## src/rtl/gestor_alarma_critica_if.sv

```systemverilog
`default_nettype none
// ============================================================================
//  Module      : gestor_alarma_critica_if
//  Description : Bundle between the critical-charge comparator / operator
//                panel (master) and the critical alarm manager (slave).
//  Revision    : 1.0 - initial release
// ============================================================================
interface gestor_alarma_critica_if #(
    parameter int CNT_W = 8
);
    logic             advertencia_critica;
    logic [4:0]       carga_total;
    logic             reconocer;
    logic             alarma_activa;
    logic             alarma_pendiente;
    logic [4:0]       carga_minima;
    logic [CNT_W-1:0] num_eventos;
    logic             led_alarma;

    modport master (
        output advertencia_critica,
        output carga_total,
        output reconocer,
        input  alarma_activa,
        input  alarma_pendiente,
        input  carga_minima,
        input  num_eventos,
        input  led_alarma
    );

    modport slave (
        input  advertencia_critica,
        input  carga_total,
        input  reconocer,
        output alarma_activa,
        output alarma_pendiente,
        output carga_minima,
        output num_eventos,
        output led_alarma
    );
endinterface
`default_nettype wire

```

## src/rtl/gestor_alarma_critica.sv

```systemverilog
`default_nettype none
// ============================================================================
//  Module      : gestor_alarma_critica
//  Description : Debounces the critical-charge warning, holds the alarm with
//                release hysteresis, latches a pending flag until the
//                operator acknowledges it, tracks the minimum charge of the
//                latest episode and counts alarm entries (saturating).
//                Optional blinking LED selected by macro ALARMA_PARPADEO_EN;
//                without it the LED is a registered OR of active/pending.
//  Revision    : 1.0 - initial release
// ============================================================================
module gestor_alarma_critica #(
    parameter int DEBOUNCE_CICLOS = 4,
    parameter int LIBERA_CICLOS   = 8,
    parameter int PARPADEO_DIV    = 16,
    parameter int CNT_W           = 8
) (
    input  wire logic              clk,
    input  wire logic              rst_n,
    gestor_alarma_critica_if.slave bus
);

    typedef enum logic [1:0] {
        ST_NORMAL   = 2'd0,
        ST_SOSPECHA = 2'd1,
        ST_ALARMA   = 2'd2,
        ST_RECUPERA = 2'd3
    } estado_t;

    // One counter serves both the debounce and the release windows
    localparam int c_MAXC = (DEBOUNCE_CICLOS > LIBERA_CICLOS) ? DEBOUNCE_CICLOS : LIBERA_CICLOS;
    localparam int c_CW   = $clog2(c_MAXC + 1);
    localparam logic [c_CW-1:0] c_DEB_LAST = c_CW'(DEBOUNCE_CICLOS - 1);
    localparam logic [c_CW-1:0] c_LIB_LAST = c_CW'(LIBERA_CICLOS - 1);

    estado_t          r_estado;
    logic [c_CW-1:0]  r_cnt;
    logic [4:0]       r_min_sosp;
    logic             r_activa;
    logic             r_pend;
    logic [4:0]       r_min;
    logic [CNT_W-1:0] r_eventos;
    logic             r_led;

    estado_t          w_estado_nxt;
    logic [c_CW-1:0]  w_cnt_nxt;
    logic [4:0]       w_min_sosp_nxt;
    logic [4:0]       w_min_nxt;
    logic             w_entrada;
    logic             w_activa_nxt;
    logic             w_pend_nxt;

    function automatic logic [4:0] f_min(input logic [4:0] a, input logic [4:0] b);
        return (a < b) ? a : b;
    endfunction

    // State register and window counter
    always_ff @(posedge clk or negedge rst_n) begin
        if (!rst_n) begin
            r_estado   <= ST_NORMAL;
            r_cnt      <= '0;
            r_min_sosp <= 5'h1F;
        end else begin
            r_estado   <= w_estado_nxt;
            r_cnt      <= w_cnt_nxt;
            r_min_sosp <= w_min_sosp_nxt;
        end
    end

    // Next-state, counter and running-minimum logic
    always_comb begin
        w_estado_nxt   = r_estado;
        w_cnt_nxt      = r_cnt;
        w_min_sosp_nxt = r_min_sosp;
        w_min_nxt      = r_min;
        w_entrada      = 1'b0;
        case (r_estado)
            ST_NORMAL: begin
                w_cnt_nxt = '0;
                if (bus.advertencia_critica) begin
                    w_min_sosp_nxt = bus.carga_total;
                    if (DEBOUNCE_CICLOS == 1) begin
                        w_estado_nxt = ST_ALARMA;
                        w_entrada    = 1'b1;
                        w_min_nxt    = bus.carga_total;
                    end else begin
                        w_estado_nxt = ST_SOSPECHA;
                        w_cnt_nxt    = c_CW'(1);
                    end
                end
            end
            ST_SOSPECHA: begin
                if (!bus.advertencia_critica) begin
                    w_estado_nxt = ST_NORMAL;
                    w_cnt_nxt    = '0;
                end else if (r_cnt == c_DEB_LAST) begin
                    w_estado_nxt = ST_ALARMA;
                    w_cnt_nxt    = '0;
                    w_entrada    = 1'b1;
                    w_min_nxt    = f_min(r_min_sosp, bus.carga_total);
                end else begin
                    w_cnt_nxt      = r_cnt + c_CW'(1);
                    w_min_sosp_nxt = f_min(r_min_sosp, bus.carga_total);
                end
            end
            ST_ALARMA: begin
                if (bus.advertencia_critica) begin
                    w_min_nxt = f_min(r_min, bus.carga_total);
                end else if (LIBERA_CICLOS == 1) begin
                    w_estado_nxt = ST_NORMAL;
                    w_cnt_nxt    = '0;
                end else begin
                    w_estado_nxt = ST_RECUPERA;
                    w_cnt_nxt    = c_CW'(1);
                end
            end
            ST_RECUPERA: begin
                if (bus.advertencia_critica) begin
                    // Warning returned before release: same episode, no new event
                    w_estado_nxt = ST_ALARMA;
                    w_cnt_nxt    = '0;
                    w_min_nxt    = f_min(r_min, bus.carga_total);
                end else if (r_cnt == c_LIB_LAST) begin
                    w_estado_nxt = ST_NORMAL;
                    w_cnt_nxt    = '0;
                end else begin
                    w_cnt_nxt = r_cnt + c_CW'(1);
                end
            end
            default: begin
                w_estado_nxt = ST_NORMAL;
                w_cnt_nxt    = '0;
            end
        endcase
        w_activa_nxt = (w_estado_nxt == ST_ALARMA) || (w_estado_nxt == ST_RECUPERA);
        // A fresh alarm entry overrides a simultaneous acknowledge
        w_pend_nxt   = w_entrada ? 1'b1 : (bus.reconocer ? 1'b0 : r_pend);
    end

    // Registered alarm flags, episode minimum and saturating event counter
    always_ff @(posedge clk or negedge rst_n) begin
        if (!rst_n) begin
            r_activa  <= 1'b0;
            r_pend    <= 1'b0;
            r_min     <= 5'h1F;
            r_eventos <= '0;
        end else begin
            r_activa <= w_activa_nxt;
            r_pend   <= w_pend_nxt;
            r_min    <= w_min_nxt;
            if (w_entrada && (r_eventos != {CNT_W{1'b1}})) begin
                r_eventos <= r_eventos + CNT_W'(1);
            end
        end
    end

`ifdef ALARMA_PARPADEO_EN
    localparam int c_DW = (PARPADEO_DIV > 1) ? $clog2(PARPADEO_DIV) : 1;
    localparam logic [c_DW-1:0] c_DIV_LAST = c_DW'(PARPADEO_DIV - 1);

    logic [c_DW-1:0] r_div;

    // Blink while active (restarting lit on entry), steady while only pending
    always_ff @(posedge clk or negedge rst_n) begin
        if (!rst_n) begin
            r_led <= 1'b0;
            r_div <= '0;
        end else if (w_entrada) begin
            r_led <= 1'b1;
            r_div <= '0;
        end else if (w_activa_nxt) begin
            if (r_div == c_DIV_LAST) begin
                r_div <= '0;
                r_led <= ~r_led;
            end else begin
                r_div <= r_div + c_DW'(1);
            end
        end else if (w_pend_nxt) begin
            r_led <= 1'b1;
            r_div <= '0;
        end else begin
            r_led <= 1'b0;
            r_div <= '0;
        end
    end
`else
    // Divider parameter has no effect in this build
    logic w_unused_div;
    assign w_unused_div = ^PARPADEO_DIV;

    // LED follows active-or-pending one cycle late
    always_ff @(posedge clk or negedge rst_n) begin
        if (!rst_n) begin
            r_led <= 1'b0;
        end else begin
            r_led <= r_activa | r_pend;
        end
    end
`endif

    assign bus.alarma_activa    = r_activa;
    assign bus.alarma_pendiente = r_pend;
    assign bus.carga_minima     = r_min;
    assign bus.num_eventos      = r_eventos;
    assign bus.led_alarma       = r_led;

endmodule
`default_nettype wire

```

## src/flat_wrapper.sv

```systemverilog
// flat-port wrapper written by rule: the top's interface ports become plain ports
module gestor_alarma_critica_flat 
#(
    parameter int DEBOUNCE_CICLOS = 4,
    parameter int LIBERA_CICLOS   = 8,
    parameter int PARPADEO_DIV    = 16,
    parameter int CNT_W           = 8
)
  (clk, rst_n, bus_advertencia_critica, bus_carga_total, bus_reconocer, bus_alarma_activa, bus_alarma_pendiente, bus_carga_minima, bus_num_eventos, bus_led_alarma);
  gestor_alarma_critica_if #(.CNT_W(CNT_W)) bus_i ();
  input  wire logic clk;
  input  wire logic rst_n;
  input wire logic [$bits(bus_i.advertencia_critica)-1:0] bus_advertencia_critica;
  input wire logic [$bits(bus_i.carga_total)-1:0] bus_carga_total;
  input wire logic [$bits(bus_i.reconocer)-1:0] bus_reconocer;
  output wire logic [$bits(bus_i.alarma_activa)-1:0] bus_alarma_activa;
  output wire logic [$bits(bus_i.alarma_pendiente)-1:0] bus_alarma_pendiente;
  output wire logic [$bits(bus_i.carga_minima)-1:0] bus_carga_minima;
  output wire logic [$bits(bus_i.num_eventos)-1:0] bus_num_eventos;
  output wire logic [$bits(bus_i.led_alarma)-1:0] bus_led_alarma;
  assign bus_i.advertencia_critica = bus_advertencia_critica;
  assign bus_i.carga_total = bus_carga_total;
  assign bus_i.reconocer = bus_reconocer;
  assign bus_alarma_activa = bus_i.alarma_activa;
  assign bus_alarma_pendiente = bus_i.alarma_pendiente;
  assign bus_carga_minima = bus_i.carga_minima;
  assign bus_num_eventos = bus_i.num_eventos;
  assign bus_led_alarma = bus_i.led_alarma;
  gestor_alarma_critica #(.DEBOUNCE_CICLOS(DEBOUNCE_CICLOS), .LIBERA_CICLOS(LIBERA_CICLOS), .PARPADEO_DIV(PARPADEO_DIV), .CNT_W(CNT_W)) u_core (.clk(clk), .rst_n(rst_n), .bus(bus_i));
endmodule
```

## config.mk

```make
export PLATFORM = sky130hd
export DESIGN_NAME = gestor_alarma_critica_flat
export DESIGN_NICKNAME = d
export VERILOG_FILES = /design/src/rtl/gestor_alarma_critica_if.sv /design/src/rtl/gestor_alarma_critica.sv /design/src/flat_wrapper.sv
export SDC_FILE = /design/constraint.sdc
export NUM_CORES = 1
export LEC_CHECK = 0
export CAP_MARGIN = 30
export CORE_ASPECT_RATIO = 1.1
export CORE_MARGIN = 2
export CORE_UTILIZATION = 53
export DETAILED_ROUTE_END_ITERATION = 16
export MAX_ROUTING_LAYER = met4
export PLACE_DENSITY_LB_ADDON = 0.05
export RECOVER_POWER = 25
export SLEW_MARGIN = 20
export SYNTH_ARGS = -nofsm -noshare
export SYNTH_HDL_FRONTEND = slang
export SYNTH_SLANG_ARGS = --single-unit
export TNS_END_PERCENT = 50
```

## constraint.sdc

```tcl
create_clock -name clk -period 2.6 [get_ports clk]
set_input_delay 0.39 -clock clk [delete_from_list [all_inputs] [get_ports clk]]
set_output_delay 0.39 -clock clk [all_outputs]
set_load 0.05 [all_outputs]
```

==> reports/results.txt <==
The setup total negative slack is 0 ps. In the post-synthesis netlist, the biggest area contributors are sky130_fd_sc_hd__dfrtp_1, sky130_fd_sc_hd__dfstp_2, sky130_fd_sc_hd__mux2_4. Clock slew at the register clock pins of the worst setup and hold paths: 140 ps.

Along the worst path, the maximum fanout reaches 5. The worst pin sits at a relative slew slack of 7.25%. The sink count of the clock tree was 27; the area fraction of the dominant cell type after synthesis was 27.4%. The run gives 2780 sq um as the core region area. For the worst setup path, the data required time is 2860 ps. The min-delay analysis places its worst path in the category reg2reg. The register bit count reported by yosys is 27, and the clock share of power is 15.4%. During placement, the flow inserted port buffers numbering 24. The share of synthesized registers carrying an async set or reset works out to 100%. The die width works out to 55.6 um. The tools report the area used by multi-input combinational logic as 810 sq um. The worst setup path is of the in2reg kind. The die is 60.7 um tall. The cell chosen for the clock root was sky130_fd_sc_hd__clkbuf_4. On the worst path, the slowest cell contributes a delay of 490 ps. Of the total power, registers draw 46.3%.

The detailed router placed 1039 vias in this run. The tools report the via count of the first global-routing pass as 1038. The actual slew at the worst max-slew pin is 1390 ps, and the power spent charging and discharging nets is 0.420 mW. The HPWL after detailed placement is 2210 um. The tools report the number of buffers inserted by hold repair at cts as 0. Of the cells placed in the final design, the portion with a size suffix greater than 1 is 25.3%. After the last flow step, the layout net total stands at 178.

Broken down by cell family, the worst path's largest delay share belongs to multiplexers. Clock tree synthesis inserted a total of 3 buffers. Net switching is 35.5% of the power. Global-route usage over all layers: 19.2%. The tools report the number of nets with antenna violations after detailed routing as 0.

By count the netlist is led by sky130_fd_sc_hd__dfrtp_1, sky130_fd_sc_hd__dfstp_2, sky130_fd_sc_hd__ha_1. The logs give 0 for the number of violations of the max-capacitance limit and 66.5% for the utilization after layout. Summing all flip-flop and latch instances after layout gives 688 sq um.

The effective utilization at floorplan was 55.8%. The register area share after synthesis is 44.4%. After detailed routing, the number of remaining DRC violations is 0. Synthesis handed over a netlist of 130 instances.

In the synthesized netlist the dominant register cell turns out to be sky130_fd_sc_hd__dfrtp_1. The internal portion of the total power is 0.764 mW. The repair_antennas step left the layout with diodes totalling 0. The post-detailed-routing wire length was 2970 um. The logs give 0 for the overall overflow remaining after global route and 149 for the post-synth net total. The synthesized netlist occupies a cell area of 1550 sq um.

STA classifies the critical path startpoint as a primary input. The floorplan has 20 rows. Cell accounting for the most synthesized area: sky130_fd_sc_hd__dfrtp_1. For the placer's final routability congestion estimate, the log shows 0.852. The library cell contributing the largest single delay on the critical path is sky130_fd_sc_hd__clkdlybuf4s50_1.

The peak clock frequency supported by timing came out at 0.432 GHz. For the number of iterations in the first detailed-routing pass, the log shows 5. Of the total power, combinational logic draws 38.3%. For the worst setup path, the data arrival time is 2580 ps. The flow ran to the end, and the final reports show no timing, DRC or antenna violations.

Final worst-path cycle share: 89.0%. At the later pin of the worst-skew pair, clock insertion delay measures 320 ps. Setup violations remaining at the end of the flow were counted as 0.

The depth of the CTS H-tree was 1; the total leakage power was 0.836 nW. TritonCTS built the clock tree. The final critical delay including setup and external delays was 2310 ps; the area growth from synthesis to layout was 19.1%.

25 I/O pins were placed. The number of different library cells used by synthesis comes to 41. The first-pass GRT wire length was 4790 um. The critical path goes through clkdlybuf4s50_1 -> inv_1 -> ha_1 -> a211oi_1 -> o21ai_2 -> nor2_2 -> mux2_2 -> mux2_4. The die covers 3370 sq um.

The count of buffers added by post-CTS timing repair for setup is 0. After detailed routing, the number of vias per cell comes to 5.44. Fill cells in the final layout number 220. The number of gates resized after CTS was 0. Maximum number of buffers from clock root to sink: 2. The run gives 28 as the maximum number of pins on one net before global-route repair. STA classifies the critical path endpoint as a flop. The number of slew-limit violations in the final report is 0. Worst clock skew: 6.60 ps. Power density over the cells: 641 nW/um^2. The average instance in the mapped netlist occupies 11.9 sq um. Setup repair after global routing left no endpoint under its margin. The count of buffer and inverter cells on the critical path was 2; the worst vdd rail ir drop was 0.575 mV. The routed length per placed instance was 15.5 um; the number of warning messages in the yosys log was 0. Among all cell types in the netlist, the one instantiated most often is sky130_fd_sc_hd__dfrtp_1. The detailed router finished its first iteration with 21 violations.

For the hold violation count in the final report, the log shows 0. The number of antenna violations at the first check in global routing is 0, and the number of synthesized flops with an enable pin is 0.
placed cells by master (no fill, tap or decap), types with 2 or more instances in the layout:
master	n
sky130_fd_sc_hd__o21ai_2	2
sky130_fd_sc_hd__nand2_1	9
sky130_fd_sc_hd__a21oi_1	4
sky130_fd_sc_hd__dfstp_2	10
sky130_fd_sc_hd__nor2b_1	3
sky130_fd_sc_hd__o22ai_1	2
sky130_fd_sc_hd__inv_1	8
sky130_fd_sc_hd__nand2b_1	2
sky130_fd_sc_hd__and3_1	3
sky130_fd_sc_hd__nand3_1	2
sky130_fd_sc_hd__mux2_2	5
sky130_fd_sc_hd__nand4_1	5
sky130_fd_sc_hd__o2bb2ai_1	2
sky130_fd_sc_hd__clkdlybuf4s50_1	23
sky130_fd_sc_hd__ha_1	10
sky130_fd_sc_hd__xnor2_1	6
sky130_fd_sc_hd__or2_2	2
sky130_fd_sc_hd__dfrtp_1	17
sky130_fd_sc_hd__nor2_1	4
sky130_fd_sc_hd__xor2_1	2
sky130_fd_sc_hd__mux2_4	9
sky130_fd_sc_hd__clkbuf_1	2
sky130_fd_sc_hd__clkbuf_4	3
sky130_fd_sc_hd__o21ai_0	2
tightest hold or removal path, delay by kind of cell (launching register included):
family,cells,cell delay (ps)
flip-flops,1,400
multiplexers,1,60
buffers and inverters,1,40
per-stage QoR:
| stage | setup slack, ps | hold slack [ps] | area (sq um) | power, mW | cells |
|---|---|---|---|---|---|
| final | 286 | 496 | 1850 | 1.18 | 191 |
| after global routing | 185 | 516 | 1850 | 1.25 | 191 |
| after global placement | -10.6 | 451 | 1820 | 1.00 | 187 |
| after detailed placement | -93.0 | 463 | 1820 | 1.02 | 187 |
| after CTS | 273 | 415 | 1850 | 1.20 | 191 |
| after floorplan | 578 | 94.4 | 1550 | 0.876 | 130 |
sequential cells by signal (all words and copies together) (netlist names):
signal,flops
u_core.bus.num_eventos,8
u_core.bus.alarma_activa,1
u_core.bus.led_alarma,1
u_core.r_estado,2
u_core.r_min_sosp,5
u_core.r_cnt,4
u_core.bus.alarma_pendiente,1
u_core.bus.carga_minima,5
kinds of logic after synthesis:
logic type | after synthesis | share of synthesized area [%]
AND/OR/NAND/NOR | 38 | 14.0
flip-flops | 27 | 44.4
AO/OA/AOI/OAI | 22 | 12.7
multiplexers | 15 | 13.0
buffers and inverters | 10 | 3.39
adder cells (fa/ha/maj) | 10 | 8.07
XOR/XNOR | 8 | 4.52
worst paths after layout:
path / start / to / slack, ps / depth (start not counted)
setup / recovery: bus_carga_total[2] / u_core.bus.carga_minima[3]$_DFFE_PN1P_ / 290 / 8
hold / removal: u_core.bus.carga_minima[0]$_DFFE_PN1P_ / u_core.bus.carga_minima[0]$_DFFE_PN1P_ / 500 / 2
setup reg to reg: u_core.r_min_sosp[2]$_DFFE_PN1P_ / u_core.bus.carga_minima[3]$_DFFE_PN1P_ / 410 / 6
hold reg to reg: u_core.bus.carga_minima[0]$_DFFE_PN1P_ / u_core.bus.carga_minima[0]$_DFFE_PN1P_ / 500 / 2
max in group asynchronous: rst_n / u_core.bus.num_eventos[0]$_DFFE_PN0P_ / 900 / 2
min in group asynchronous: rst_n / u_core.r_cnt[0]$_DFFE_PN0P_ / 890 / 2
area by class of cell:
| class | instances | area share [%] |
|---|---|---|
| flip-flops and latches | 27 | 37.3 |
| repair buffers | 26 | 13.6 |
| multi-input cells | 93 | 43.8 |
| well taps | 33 | 2.24 |
| clock buffers | 4 | 1.42 |
| inverters | 8 | 1.63 |
layer usage:
layer / vias up / global-route usage (%) / routed length, um
met5: - / - / 0
met4: 0 / 8.36 / 44
met3: 4 / 2.35 / 82
met2: 16 / 32.7 / 1450
met1: 498 / 23.6 / 1390
li1: 521 / - / -
power by group through the flow:
stage / clock network [mW] / registers, mW / logic (mW)
global route: 0.205 / 0.556 / 0.488
floorplan: 0 / 0.692 / 0.184
finish: 0.182 / 0.548 / 0.454
CTS: 0.188 / 0.548 / 0.460
detailed placement: 0 / 0.556 / 0.459
global placement: 0 / 0.551 / 0.454
Power figures use the tool's default switching activity.
